==> src/rtl/matrix_mac_sequencer_if.sv <==
// Purpose: bundles the host load path, run control, MAC drive and result port of the sequencer.
// Latency: none, wiring only.
// Backpressure: ld_ready gates operand writes; res_ready stalls the result port.
interface matrix_mac_sequencer_if #(
  parameter int DATA_WIDTH = 8,
  parameter int ACC_WIDTH  = 2*DATA_WIDTH+4,
  parameter int DIM_MAX    = 4
);
  localparam int AW = $clog2(DIM_MAX*DIM_MAX);
  localparam int IW = $clog2(DIM_MAX);
  localparam int NW = $clog2(DIM_MAX)+1;

  // host operand load path
  logic                  ld_valid;
  logic                  ld_sel;
  logic [AW-1:0]         ld_addr;
  logic [DATA_WIDTH-1:0] ld_data;
  logic                  ld_ready;

  // run control
  logic                  start;
  logic [NW-1:0]         dim;
  logic                  busy;
  logic                  done;

  // MAC datapath drive and accumulator feedback
  logic                  mac_clear;
  logic                  mac_enable;
  logic [DATA_WIDTH-1:0] mac_op_a;
  logic [DATA_WIDTH-1:0] mac_op_b;
  logic [ACC_WIDTH-1:0]  mac_result;

  // result stream
  logic                  res_valid;
  logic                  res_ready;
  logic [IW-1:0]         res_row;
  logic [IW-1:0]         res_col;
  logic [ACC_WIDTH-1:0]  res_data;

  // sequencer side
  modport slave (
    input  ld_valid, ld_sel, ld_addr, ld_data, start, dim, mac_result, res_ready,
    output ld_ready, busy, done, mac_clear, mac_enable, mac_op_a, mac_op_b,
           res_valid, res_row, res_col, res_data
  );

  // host / MAC / sink side
  modport master (
    output ld_valid, ld_sel, ld_addr, ld_data, start, dim, mac_result, res_ready,
    input  ld_ready, busy, done, mac_clear, mac_enable, mac_op_a, mac_op_b,
           res_valid, res_row, res_col, res_data
  );
endinterface

==> src/rtl/matrix_mac_sequencer.sv <==
// Purpose: holds operand matrices A and B, sequences the MAC unit per dot product, streams C=A*B row-major.
// Latency: N+3 cycles per element (CLEAR, N x MAC, DRAIN, OUT) with res_ready held high; done one cycle after the last handshake.
// Backpressure: res_ready low freezes the FSM in OUT with all outputs held; loads are refused while busy.
module matrix_mac_sequencer #(
  parameter int DATA_WIDTH = 8,
  parameter int ACC_WIDTH  = 2*DATA_WIDTH+4,
  parameter int DIM_MAX    = 4
) (
  input  logic                   clk,
  input  logic                   rst,
  matrix_mac_sequencer_if.slave  bus
);
  localparam int DEPTH = DIM_MAX*DIM_MAX;
  localparam int AW    = $clog2(DEPTH);
  localparam int IW    = $clog2(DIM_MAX);
  localparam int NW    = $clog2(DIM_MAX)+1;

  typedef enum logic [2:0] {
    S_IDLE,
    S_CLEAR,
    S_MAC,
    S_DRAIN,
    S_OUT,
    S_FIN
  } state_t;

  state_t                state_q, state_d;
  logic [NW-1:0]         n_q, n_d;
  logic [IW-1:0]         i_q, i_d;
  logic [IW-1:0]         j_q, j_d;
  logic [IW-1:0]         k_q, k_d;
  logic [ACC_WIDTH-1:0]  res_data_q, res_data_d;
  logic [IW-1:0]         res_row_q, res_row_d;
  logic [IW-1:0]         res_col_q, res_col_d;

  // Operand storage: plain registers, deliberately without reset so contents survive runs.
  logic [DATA_WIDTH-1:0] a_mem [DEPTH];
  logic [DATA_WIDTH-1:0] b_mem [DEPTH];

  logic                  busy_w;
  logic                  wr_en;
  logic [AW-1:0]         rd_a_addr;
  logic [AW-1:0]         rd_b_addr;
  logic                  last_k;
  logic                  last_i;
  logic                  last_j;
  logic [NW-1:0]         dim_clamped;

  assign busy_w = (state_q == S_CLEAR) || (state_q == S_MAC) ||
                  (state_q == S_DRAIN) || (state_q == S_OUT);
  assign wr_en  = bus.ld_valid && !busy_w;

  // A[i][k] and B[k][j] in the row*DIM_MAX+col layout used by the load path.
  assign rd_a_addr = AW'(int'(i_q) * DIM_MAX + int'(k_q));
  assign rd_b_addr = AW'(int'(k_q) * DIM_MAX + int'(j_q));

  // n_q is never zero outside IDLE/FIN, so n_q-1 is a valid last index.
  assign last_k = ({1'b0, k_q} == (n_q - NW'(1)));
  assign last_i = ({1'b0, i_q} == (n_q - NW'(1)));
  assign last_j = ({1'b0, j_q} == (n_q - NW'(1)));

  assign dim_clamped = (bus.dim > NW'(DIM_MAX)) ? NW'(DIM_MAX) : bus.dim;

  // Operand write port; a write in the same IDLE cycle as start lands before CLEAR reads it.
  always_ff @(posedge clk) begin
    if (wr_en) begin
      if (bus.ld_sel) begin
        b_mem[bus.ld_addr] <= bus.ld_data;
      end else begin
        a_mem[bus.ld_addr] <= bus.ld_data;
      end
    end
  end

  // State, counters and result holding registers.
  always_ff @(posedge clk or posedge rst) begin
    if (rst) begin
      state_q    <= S_IDLE;
      n_q        <= '0;
      i_q        <= '0;
      j_q        <= '0;
      k_q        <= '0;
      res_data_q <= '0;
      res_row_q  <= '0;
      res_col_q  <= '0;
    end else begin
      state_q    <= state_d;
      n_q        <= n_d;
      i_q        <= i_d;
      j_q        <= j_d;
      k_q        <= k_d;
      res_data_q <= res_data_d;
      res_row_q  <= res_row_d;
      res_col_q  <= res_col_d;
    end
  end

  // Next-state sequencing: one CLEAR/MAC.../DRAIN/OUT pass per element of C.
  always_comb begin
    state_d    = state_q;
    n_d        = n_q;
    i_d        = i_q;
    j_d        = j_q;
    k_d        = k_q;
    res_data_d = res_data_q;
    res_row_d  = res_row_q;
    res_col_d  = res_col_q;
    unique case (state_q)
      S_IDLE: begin
        if (bus.start) begin
          if (bus.dim == '0) begin
            state_d = S_FIN;
          end else begin
            n_d     = dim_clamped;
            i_d     = '0;
            j_d     = '0;
            k_d     = '0;
            state_d = S_CLEAR;
          end
        end
      end
      S_CLEAR: begin
        state_d = S_MAC;
      end
      S_MAC: begin
        if (last_k) begin
          k_d     = '0;
          state_d = S_DRAIN;
        end else begin
          k_d = k_q + IW'(1);
        end
      end
      S_DRAIN: begin
        // The final enable from MAC is visible on mac_result this cycle.
        res_data_d = bus.mac_result;
        res_row_d  = i_q;
        res_col_d  = j_q;
        state_d    = S_OUT;
      end
      S_OUT: begin
        if (bus.res_ready) begin
          if (last_i && last_j) begin
            state_d = S_FIN;
          end else begin
            if (last_j) begin
              j_d = '0;
              i_d = i_q + IW'(1);
            end else begin
              j_d = j_q + IW'(1);
            end
            state_d = S_CLEAR;
          end
        end
      end
      S_FIN: begin
        state_d = S_IDLE;
      end
      default: begin
        state_d = S_IDLE;
      end
    endcase
  end

  // Output decode; operands are forced to zero whenever the MAC is not accumulating.
  always_comb begin
    bus.busy       = busy_w;
    bus.ld_ready   = !busy_w;
    bus.done       = (state_q == S_FIN);
    bus.mac_clear  = (state_q == S_CLEAR);
    bus.mac_enable = (state_q == S_MAC);
    bus.mac_op_a   = '0;
    bus.mac_op_b   = '0;
    if (state_q == S_MAC) begin
      bus.mac_op_a = a_mem[rd_a_addr];
      bus.mac_op_b = b_mem[rd_b_addr];
    end
    bus.res_valid  = (state_q == S_OUT);
    bus.res_data   = res_data_q;
    bus.res_row    = res_row_q;
    bus.res_col    = res_col_q;
  end

endmodule

==> src/flat_wrapper.sv <==
// flat-port wrapper written by rule: the top's interface ports become plain ports
module matrix_mac_sequencer_flat 
#(
  parameter int DATA_WIDTH = 8,
  parameter int ACC_WIDTH  = 2*DATA_WIDTH+4,
  parameter int DIM_MAX    = 4
)
  (clk, rst, bus_ld_valid, bus_ld_sel, bus_ld_addr, bus_ld_data, bus_start, bus_dim, bus_mac_result, bus_res_ready, bus_ld_ready, bus_busy, bus_done, bus_mac_clear, bus_mac_enable, bus_mac_op_a, bus_mac_op_b, bus_res_valid, bus_res_row, bus_res_col, bus_res_data);
  matrix_mac_sequencer_if #(.DATA_WIDTH(DATA_WIDTH), .ACC_WIDTH(ACC_WIDTH), .DIM_MAX(DIM_MAX)) bus_i ();
  input  logic clk;
  input  logic rst;
  input wire logic [$bits(bus_i.ld_valid)-1:0] bus_ld_valid;
  input wire logic [$bits(bus_i.ld_sel)-1:0] bus_ld_sel;
  input wire logic [$bits(bus_i.ld_addr)-1:0] bus_ld_addr;
  input wire logic [$bits(bus_i.ld_data)-1:0] bus_ld_data;
  input wire logic [$bits(bus_i.start)-1:0] bus_start;
  input wire logic [$bits(bus_i.dim)-1:0] bus_dim;
  input wire logic [$bits(bus_i.mac_result)-1:0] bus_mac_result;
  input wire logic [$bits(bus_i.res_ready)-1:0] bus_res_ready;
  output wire logic [$bits(bus_i.ld_ready)-1:0] bus_ld_ready;
  output wire logic [$bits(bus_i.busy)-1:0] bus_busy;
  output wire logic [$bits(bus_i.done)-1:0] bus_done;
  output wire logic [$bits(bus_i.mac_clear)-1:0] bus_mac_clear;
  output wire logic [$bits(bus_i.mac_enable)-1:0] bus_mac_enable;
  output wire logic [$bits(bus_i.mac_op_a)-1:0] bus_mac_op_a;
  output wire logic [$bits(bus_i.mac_op_b)-1:0] bus_mac_op_b;
  output wire logic [$bits(bus_i.res_valid)-1:0] bus_res_valid;
  output wire logic [$bits(bus_i.res_row)-1:0] bus_res_row;
  output wire logic [$bits(bus_i.res_col)-1:0] bus_res_col;
  output wire logic [$bits(bus_i.res_data)-1:0] bus_res_data;
  assign bus_i.ld_valid = bus_ld_valid;
  assign bus_i.ld_sel = bus_ld_sel;
  assign bus_i.ld_addr = bus_ld_addr;
  assign bus_i.ld_data = bus_ld_data;
  assign bus_i.start = bus_start;
  assign bus_i.dim = bus_dim;
  assign bus_i.mac_result = bus_mac_result;
  assign bus_i.res_ready = bus_res_ready;
  assign bus_ld_ready = bus_i.ld_ready;
  assign bus_busy = bus_i.busy;
  assign bus_done = bus_i.done;
  assign bus_mac_clear = bus_i.mac_clear;
  assign bus_mac_enable = bus_i.mac_enable;
  assign bus_mac_op_a = bus_i.mac_op_a;
  assign bus_mac_op_b = bus_i.mac_op_b;
  assign bus_res_valid = bus_i.res_valid;
  assign bus_res_row = bus_i.res_row;
  assign bus_res_col = bus_i.res_col;
  assign bus_res_data = bus_i.res_data;
  matrix_mac_sequencer #(.DATA_WIDTH(DATA_WIDTH), .ACC_WIDTH(ACC_WIDTH), .DIM_MAX(DIM_MAX)) u_core (.clk(clk), .rst(rst), .bus(bus_i));
endmodule
==> config.mk <==
export PLATFORM = sky130hd
export DESIGN_NAME = matrix_mac_sequencer_flat
export DESIGN_NICKNAME = d
export VERILOG_FILES = /design/src/rtl/matrix_mac_sequencer_if.sv /design/src/rtl/matrix_mac_sequencer.sv /design/src/flat_wrapper.sv
export SDC_FILE = /design/constraint.sdc
export NUM_CORES = 1
export LEC_CHECK = 0
export CORE_UTILIZATION = 55
export CTS_BUF_LIST = sky130_fd_sc_hd__clkbuf_4 sky130_fd_sc_hd__clkbuf_8
export CTS_CLUSTER_SIZE = 14
export DETAILED_ROUTE_END_ITERATION = 12
export HOLD_SLACK_MARGIN = 0.05
export MAX_ROUTING_LAYER = met4
export PLACE_DENSITY = 0.79
export SLEW_MARGIN = 0
export SYNTH_ARGS = -nofsm -noshare
export SYNTH_HDL_FRONTEND = slang
export SYNTH_SLANG_ARGS = --single-unit
==> constraint.sdc <==
create_clock -name clk -period 2.15 [get_ports clk]
set_clock_uncertainty 0.2 [all_clocks]
set_input_delay 0.215 -clock clk [delete_from_list [all_inputs] [get_ports clk]]
set_output_delay 0.215 -clock clk [all_outputs]
set_load 0.005 [all_outputs]
; Word-level counts from Yosys, hierarchy flattened
; Memory sizes are Yosys's and may differ from the RTL's.
; Cells that the tools add are included.
[word_totals]
register_bits = 36
output_inout_bits = 46
n_memories = 2
ramBits = 256
[memory_table]
columns = name, depth, width, rd, rd_clocked_by_memory_dff, write_ports, line
row1 = u_core.a_mem, 16, 8, 1, 0, 1, matrix_mac_sequencer.sv:37  ; logic [DATA_WIDTH-1:0] a_mem [DEPTH];
row2 = u_core.b_mem, 16, 8, 1, 0, 1, matrix_mac_sequencer.sv:38  ; logic [DATA_WIDTH-1:0] b_mem [DEPTH];
[classes]
addsub = 6
n_eq_ne = 14
magnitude_cmp = 1
reduce_logical = 15
n_mux = 27
n_bitwise = 1
[op_table]
columns = operator, n
row1 = 2-to-1 mux 2 bit, 9
row2 = 2-to-1 mux 3 bit, 6
row3 = 2-to-1 mux 8 bit, 2
row4 = one-hot mux 3 bit (5 select lines), 1
row5 = one-hot mux 2 bit (2 select lines), 3
row6 = == test 2 x 3 -> 1 bit, 3
row7 = AND reduction 3 bit, 3
row8 = adder 4 x 2 -> 4 bit, 2
row9 = != test 2 bit (second input constant), 4
row10 = adder 2 x 1 -> 2 bit (second input constant), 3
row11 = == test 3 x 2 -> 1 bit (second input constant), 2
row12 = == test 3 bit (second input constant), 2
row13 = logical NOT 3 bit, 2
row14 = 2-to-1 mux 1 bit, 6
row15 = AND reduction 6 bit, 1
row16 = AND reduction 5 bit, 1
row17 = != test 2 x 1 -> 1 bit (second input constant), 2
row18 = nonzero test 2 bit, 2
row19 = == test 3 x 1 -> 1 bit (second input constant), 1
row20 = > comparator 3 bit (second input constant), 1
row21 = logical OR 1 bit, 3
row22 = subtractor 3 x 1 -> 3 bit (second input constant), 1
row23 = logical AND 1 bit, 2
row24 = logical NOT 1 bit, 1
row25 = inverter 1 bit, 1

; Depth between registers and ports, before layout
; Gate-level depths: netlist of run 1.
[logic_depth]
word_depth = 8
mapped_depth = 7
mapped_depth_nobuf = 6

; Worst setup path after synthesis of run 1
; OpenSTA, ideal clock, no wires.
[synth_path]
path_kind = reg2reg
start = reg u_core.state_q[2]
end = mem u_core.a_mem[11][0] (enable)
stages_incl_launch_ff = 6
path_buffers = 1
setup_slack_ps = -190
arrival_time_ps = 1770
synth_period_minus_slack_ps = 2340
t_required_ps = 1580
path_cell_list = dfrtp_1 > buf_4 > or3_1 > a211oi_1 > nand3_1 > nor2_1
[synth_via]
elab_chain_cells = 8
elab_cells_between_ends = 11
[synth_rtl]
columns = item, line
row1 = start: declaration, matrix_mac_sequencer.sv:27  ; state_t state_q, state_d;
row2 = start signal: assignment, matrix_mac_sequencer.sv:87  ; state_q <= state_d;
row3 = == test 3 x 1 -> 1 bit / == test 3 x 2 -> 1 bit (equally long branches), matrix_mac_sequencer.sv:49  ; assign busy_w = (state_q == S_CLEAR) || (state_q == S_MAC) ||
row4 = logical OR 1 bit (2 in series), matrix_mac_sequencer.sv:49
row5 = logical OR 1 bit *, matrix_mac_sequencer.sv:50  ; (state_q == S_DRAIN) || (state_q == S_OUT);
row6 = logical NOT 1 bit *, matrix_mac_sequencer.sv:51  ; assign wr_en = bus.ld_valid && !busy_w;
row7 = logical AND 1 bit *, matrix_mac_sequencer.sv:51
row8 = 2-to-1 mux 1 bit *, matrix_mac_sequencer.sv:66  ; if (wr_en) begin
row9 = 2-to-1 mux 1 bit (not written as such) *, matrix_mac_sequencer.sv:70  ; a_mem[bus.ld_addr] <= bus.ld_data;
row10 = end: declaration, matrix_mac_sequencer.sv:37
; Every way passes the cells marked *; elsewhere a longest branch is shown, timed or not.

; Worst setup path in the final report of run 1
[layout_path]
start = reg u_core.k_q[0]
end = out bus_mac_op_a[4]
[layout_via]
elab_chain_cells = 3
[layout_rtl]
columns = item, line
row1 = start: declaration, matrix_mac_sequencer.sv:31  ; logic [IW-1:0] k_q, k_d;
row2 = start signal: assignment, matrix_mac_sequencer.sv:91  ; k_q <= k_d;
row3 = adder 4 x 2 -> 4 bit, matrix_mac_sequencer.sv:54  ; assign rd_a_addr = AW'(int'(i_q) * DIM_MAX + int'(k_q));
row4 = memory read (16 x 8 bit), n/a
row5 = 2-to-1 mux 8 bit, matrix_mac_sequencer.sv:173  ; if (state_q == S_MAC) begin
row6 = end: declaration, flat_wrapper.sv:25  ; output wire logic [$bits(bus_i.mac_op_a)-1:0] bus_mac_op_a;
; Every way passes these cells.

==> summary.md, run 1 <==
| Metric | Value |
|---|---|
| Root buf cell | clkbuf_8 |
| Vias in the first global route | just over 7000 |
| Fill cells | between 900 and 1000 |
| Routed via count | 7018 |
| Crit path max-delay family | multiplexers |
| Maximum VDD drop | 495 uV |
| Combinational share of power | a little over a third |
| Status | finished with violations |
| Congestion Overflow GR | 0 |
| Buf/Inv on CP | 3 |
| Synth top area cells | edfxtp_1, mux4_2, dfrtp_1, mux2i_1, mux2_2 |
| Post-route ant nets | 0 |
| WP data arrival | 2.39 ns |
| I/O pin total | 87 |
| Worst Max-Slew Pin Slew | between 0.9 and 1 ns |
| Initial Util | between 50 and 60% |
| Clock share of power | 27.2% |
| IO Port Bufs | 86 |
| Area share of the leading cell type in the synthesized netlist | 66.2% |
| Core area | between 0.02 and 0.025 mm^2 |
| Final setup viols | between 300 and 400 |
| CTS HTree Levels | 2 |
| Max Cap Violations | 0 |
| Most frequent cells in the layout | edfxtp_1, mux4_2, clkdlybuf4s50_1, buf_4, clkbuf_8 |
| Antenna violations before repair | 0 |
| Area Overhead vs Synth | 34.8% |
| Dpl hpwl | between 15000 and 20000 um |
| CTS tree | yes |
| Max Clk Rate | 0.356 GHz |
| Net Sw Frac | around 28% |
| 1st-iter DRT viols | slightly below 700 |
| Placed Cells | between 900 and 1000 |
| Seq pwr share | between 30% and 40% |
| CTS Buf Count | 44 |
| Nets@finish | between 800 and 900 |
| Int Power | 12.9 mW |
| CP Launch Type | flop |
| Crit path cell chain | buf_12 > buf_6 > mux4_2 > mux2i_2 > o22ai_1 > buf_2 |
| Sequential element share of the synthesized area | roughly three quarters |
| Failing checks | negative setup slack |
| Leak | 5.36 nW |
| Tmin final | 2.81 ns |
| Max FO, Critical Path | 6 |
| Final Hold Vio Count | 0 |
| Total GRT Usage | 28.1% |
| Worst setup EP type | primary output |
| Max Buffers Root-to-Sink | 3 |
| Global-route wire length before repair | roughly 43000 um |
| WL per Instance | ~28 um |
| Final worst slack | -0.656 ns |
| Fin. max-slew vios | 0 |
| Yosys cell types | 45 |
| # clock sinks | a little under 300 |
| Commonest non-fill, non-tap cell in the layout | edfxtp_1 |
| Fin cells | ~1100 |
| Most used DFF post-synth | edfxtp_1 |
| Antenna diodes | 0 |
| Die area | between 0.02 and 0.025 mm^2 |
| Post-synth EDFFs | 256 |
| Ys async rst share | roughly an eighth |
| Die Span Y | 147 um |
| Drt drc | 0 |
| DR vias/cell | 6.27 |
| Share of cells above drive strength 1 | a little under half |
| Critical path data required time | 1.74 ns |
| Critical path's slowest cell | mux4_2 |
| Fin crit share | 131% |
| Clock slew at reported path FFs | about 0.080 ns |
| Worst hold path type | in -> reg |
| Max transition margin | between 30 and 40% |
| #FFs+latches synth | approximately 300 |
| DRT Wirelength | a little over 30000 um |
| Ys Warns | 0 |
| Die width | 147 um |
| Worst skew pair latency | 0.57 ns |
| Avg Cell Area, Syn | about 20 um^2 |
| Post-Syn Area | 0.0116 mm^2 |
| Crit-path max cell delay | 0.54 ns |
| Final setup TNS | -83.20 ns |
| Gpl congestion | between 0.8 and 0.9 |
| Sw power | roughly 5.1 mW |
| Cells after Synth | roughly 590 |
| Row count | 52 |
| Drt first pass iters | 5 |
| Finished Core Util | 76.4% |
| PD cells | roughly 1200 mW/mm^2 |
| Largest net degree at the start of global routing | 37 |
| Net Count, Synth | 630 |
| RSZ-0062 raised after global routing | true |
| CP Class | reg -> out |
| Cell taking the most area after synthesis | edfxtp_1 |
## final timing paths
check                                   startpoint                 endpoint  slack (ns)  cells after the start
hold / removal                   bus_mac_result[3]   u_core.bus.res_data[3]        0.08                      2
min in group asynchronous                      rst        u_core.state_q[2]        0.48                      4
hold reg to reg            u_core.bus.res_data[11]  u_core.bus.res_data[11]        0.31                      1
setup reg to reg                 u_core.state_q[2]      u_core.a_mem[13][3]       -0.47                      9
max in group asynchronous                      rst            u_core.k_q[0]        0.90                      4
setup / recovery                     u_core.k_q[0]          bus_mac_op_a[4]       -0.66                      6
## power groups by stage
stage	Sequential [mW]	Clock, mW	Combinational [mW]
final	6.76	4.90	6.35
after global routing	6.78	5.18	6.65
after CTS	6.73	4.86	5.85
after detailed placement	6.84	0	4.80
after global placement	6.81	0	4.70
after floorplan	6.79	0	2.75
## per-layer routing
layer | vias to the layer above | part of all wire (%) | global-route usage (%)
met5 | - | 0 | -
met1 | 3576 | 37 | 35.9
met4 | 0 | 3.6 | 12.2
li1 | 2852 | - | -
met3 | 90 | 8.6 | 5.81
met2 | 500 | 51 | 44.3
## final cells by class
type	instances	area (um^2)	share of cell area, %
Sequential cell	292	8590	54.9
Multi-Input combinational cell	260	3400	21.7
Timing Repair Buffer	213	2350	15.0
Clock buffer	63	773	4.94
Tap cell	270	338	2.16
Clock inverter	14	164	1.05
Inverter	8	30.0	0.192
## cell families after synthesis
group                      count (synthesis)  share of synthesized area, %
DFF                                      292                          74.0
buffers and inverters                     37                          1.51
adders and majority gates                  1                         0.108
xor gates and xnor gates                   7                         0.528
muxes                                    121                          17.6
and+or+nand+nor                           85                          3.69
AOI/OAI and AO/OA                         45                          2.63
## worst reg2reg max path, cell delays in order, from the launching register on
cell and delay (ns):
dfrtp_1 0.44, buf_6 0.14, buf_6 0.11, or3_4 0.38, a211oi_4 0.29, buf_6 0.18, buf_6 0.13, nand2_8 0.10
nor2_4 0.18, buf_12 0.15
## cell usage after synthesis (2+ instances only)
master	instances
buf_1	5
nand2b_1	3
nor2_1	38
mux2i_1	34
clkbuf_1	7
nand3b_1	3
a311o_1	2
and3_1	2
nor3b_1	2
a21oi_1	3
o22ai_1	16
and2_1	2
inv_1	7
a22o_1	3
nor3b_2	2
mux2_2	23
o21ai_0	11
a211oi_1	2
nand2_1	14
buf_2	11
mux4_2	64
nor2b_1	4
dfrtp_1	36
or2_2	3
buf_4	6
nand3_1	2
nor3_1	5
edfxtp_1	256
xnor2_1	6
## flip-flops by register name, summed over array words and instances, names as in the netlist, 3 cells and up
register             cells
u_core.n_q               3
u_core.b_mem           128
u_core.state_q           3
u_core.a_mem           128
u_core.bus.res_data     20
## what timing repair did
action                                  4_1_cts  5_1_grt
pin swaps                                    26       16
endpoints found under the setup margin      205      308
buffers inserted                             32       16
hold buffers                                  1        0
gates resized for setup                     171       69
gates cloned                                  4        1
endpoints found under the hold margin        36        0
## through the flow
step                hold slack [ns]  power [mW]  setup slack (ns)  instance area, um^2
floorplan                     0.114        9.54           -0.0275                11700
global placement              0.286        11.5            -0.270                13600
detailed placement            0.296        11.6            -0.292                13600
CTS                          0.0730        17.4            -0.610                15300
global route                 0.0769        18.6            -0.727                15700
finish                       0.0761        18.0            -0.656                15700
Note: power is estimated with default switching activity, not from simulation.
==> run 2: changes to the inputs <==
--- a/config.mk
+++ b/config.mk
@@ -5,6 +5,7 @@
 export SDC_FILE = /design/constraint.sdc
 export NUM_CORES = 1
 export LEC_CHECK = 0
+export CORE_MARGIN = 2
 export CORE_UTILIZATION = 55
 export CTS_BUF_LIST = sky130_fd_sc_hd__clkbuf_4 sky130_fd_sc_hd__clkbuf_8
 export CTS_CLUSTER_SIZE = 14
==> summary.md, run 2 (same netlist as run 1, synthesis figures left out) <==
| Metric | Value |
|---|---|
| WP data arrival | approximately 2.4 ns |
| Max Clk Rate | roughly 0.36 GHz |
| Most frequent cells in the layout | edfxtp_1, mux4_2, clkdlybuf4s50_1, buf_4, clkbuf_8 |
| Max Buffers Root-to-Sink | 3 |
| CP Class | reg -> out |
| Net Sw Frac | 28.7% |
| Failing checks | negative setup slack |
| Hold Path Sink | u_core.bus.res_data[16] |
| Row count | between 50 and 60 |
| Crit-path max cell delay | between 0.5 and 0.6 ns |
| WP depth | 6 |
| FF-to-FF Start | u_core.state_q[2] |
| CTS Buf Count | 43 |
| Tmin final | ~2.8 ns |
| Final worst slack | -0.665 ns |
| Dpl hpwl | about 16000 um |
| Congestion Overflow GR | 0 |
| Share of cells above drive strength 1 | 45.0% |
| R2R cell count | 9 |
| WL per Instance | 26.8 um |
| R2r endpoint | u_core.a_mem[6][1] |
| Critical path's slowest cell | dfrtp_2 |
| Fin. max-slew vios | 0 |
| Leak | between 5 and 6 nW |
| Core area | approximately 0.021 mm^2 |
| DRT Wirelength | a little over 30000 um |
| Worst setup EP type | primary output |
| Max Cap Violations | 0 |
| Root buf cell | clkbuf_8 |
| Max FO, Critical Path | 6 |
| CTS HTree Levels | 2 |
| Commonest non-fill, non-tap cell in the layout | edfxtp_1 |
| Area Overhead vs Synth | 34.4% |
| Setup slack, reg-to-reg | -0.40 ns |
| Initial Util | ~56% |
| Critical path data required time | around 1.7 ns |
| Worst hold path type | in -> reg |
| Fin area | around 0.016 mm^2 |
| # clock sinks | between 200 and 300 |
| Total GRT Usage | 26.0% |
| Max transition margin | between 40% and 50% |
| Worst skew pair latency | ~0.55 ns |
| IO Port Bufs | 86 |
| Nets@finish | 870 |
| Worst Max-Slew Pin Slew | 0.828 ns |
| Hold path cells | 2 |
| Die Span Y | between 100 and 150 um |
| Final setup viols | approximately 210 |
| Drt first pass iters | 5 |
| I/O pin total | 87 |
| Die area | 0.0223 mm^2 |
| Crit path cell chain | clkbuf_16 > buf_8 > mux4_2 > mux2i_2 > o22ai_1 > buf_2 |
| CTS tree | yes |
| Antenna diodes | 0 |
| Maximum VDD drop | 450 uV |
| Gpl congestion | about 0.86 |
| 1st-iter DRT viols | roughly 760 |
| Final Hold Vio Count | 0 |
| Int Power | about 13 mW |
| Crit path max-delay family | multiplexers |
| Fin crit share | 131% |
| Hold path startpoint | bus_mac_result[16] |
| Clock share of power | 26.2% |
| Die width | roughly 150 um |
| Clock slew at reported path FFs | roughly 0.080 ns |
| Global-route wire length before repair | 41500 um |
| Sw power | about 5.2 mW |
| Routed via count | 7015 |
| PD cells | roughly 1200 mW/mm^2 |
| Status | finished with violations |
| Vias in the first global route | around 7100 |
| Combinational share of power | between 30% and 40% |
| Antenna violations before repair | 0 |
| Post-route ant nets | 0 |
| Fin Hold WS | about 0.10 ns |
| DR vias/cell | 6.17 |
| Drt drc | 0 |
| Placed Area | approximately 0.014 mm^2 |
| Largest net degree at the start of global routing | 37 |
| RSZ-0062 raised after global routing | true |
| Buf/Inv on CP | 3 |
| CP Launch Type | flop |
| Seq pwr share | around 37% |
==> run 2: cell count changes in the layout (fill, tap and decap cells not counted), moves of 4 or more <==
| cell | before | now |
|---|---|---|
| buf_4 | 51 | 62 |
| buf_6 | 33 | 40 |
| buf_8 | 6 | 2 |
| clkbuf_4 | 15 | 11 |
| clkinv_1 | 5 | 14 |
==> run 2: how the worst max path moves through the flow <==
stage                                  from                 end  slack, ns
after floorplan           u_core.state_q[2]  u_core.a_mem[8][0]      -0.03
after global placement        u_core.k_q[0]     bus_mac_op_a[2]      -0.26
after detailed placement      u_core.k_q[0]     bus_mac_op_a[6]      -0.33
after CTS                     u_core.k_q[0]     bus_mac_op_a[6]      -0.61
after global routing          u_core.k_q[0]     bus_mac_op_a[0]      -0.69
final                         u_core.k_q[0]     bus_mac_op_a[0]      -0.66
==> run 2: metal layers <==
| layer | part of all wire, % | global-route usage [%] |
|---|---|---|
| met1 | 37 | 32.7 |
| met2 | 52 | 43.7 |
| met3 | 7.9 | 4.16 |
| met4 | 3.2 | 8.67 |
| met5 | 0 | - |
==> run 2: power by group through the flow <==
| stage | Combinational, mW | Sequential (mW) | Clock (mW) |
|---|---|---|---|
| detailed placement | 4.79 | 6.84 | 0 |
| finish | 6.57 | 6.78 | 4.75 |
| global route | 6.90 | 6.80 | 5.02 |
| floorplan | 2.75 | 6.79 | 0 |
| CTS | 6.11 | 6.75 | 4.65 |
| global placement | 4.65 | 6.81 | 0 |
==> run 2: timing repair <==
| action | CTS | global route |
|---|---|---|
| hold buffers | 1 | 0 |
| setup endpoints to repair | 195 | 280 |
| gates cloned | 4 | 0 |
| resized for setup | 172 | 57 |
| pin swaps | 37 | 12 |
| hold endpoints to repair | 36 | 0 |
| setup buffers | 43 | 15 |
==> run 2: through the flow <==
stage               std cells  utilization, %  setup TNS [ns]  power, mW  worst slack, ns
global placement         1004            65.1          -15.21       11.5           -0.256
detailed placement       1004            65.1          -20.12       11.6           -0.326
CTS                      1131            73.7          -29.23       17.5           -0.611
floorplan                 588               -          -0.755       9.54          -0.0275
global route             1137            74.7          -73.11       18.7           -0.695
finish                   1137            74.7          -56.57       18.1           -0.665
==> run 2: layout make-up <==
type | instances | area [um^2]
clock inverter | 23 | 198
clock buffer | 56 | 702
sequential | 292 | 8590
timing repair buffer | 224 | 2390
inverter | 8 | 30.0
fill | 1088 | 5280
multi-input combinational | 259 | 3360
tap | 275 | 344
==> run 2: worst reg2reg max path: cells and delay by family, from the launching register on <==
| family | cells | cell delay, ns |
|---|---|---|
| buf+inv | 5 | 0.71 |
| simple gates | 3 | 0.63 |
| flops | 1 | 0.43 |
| compound gates | 1 | 0.29 |
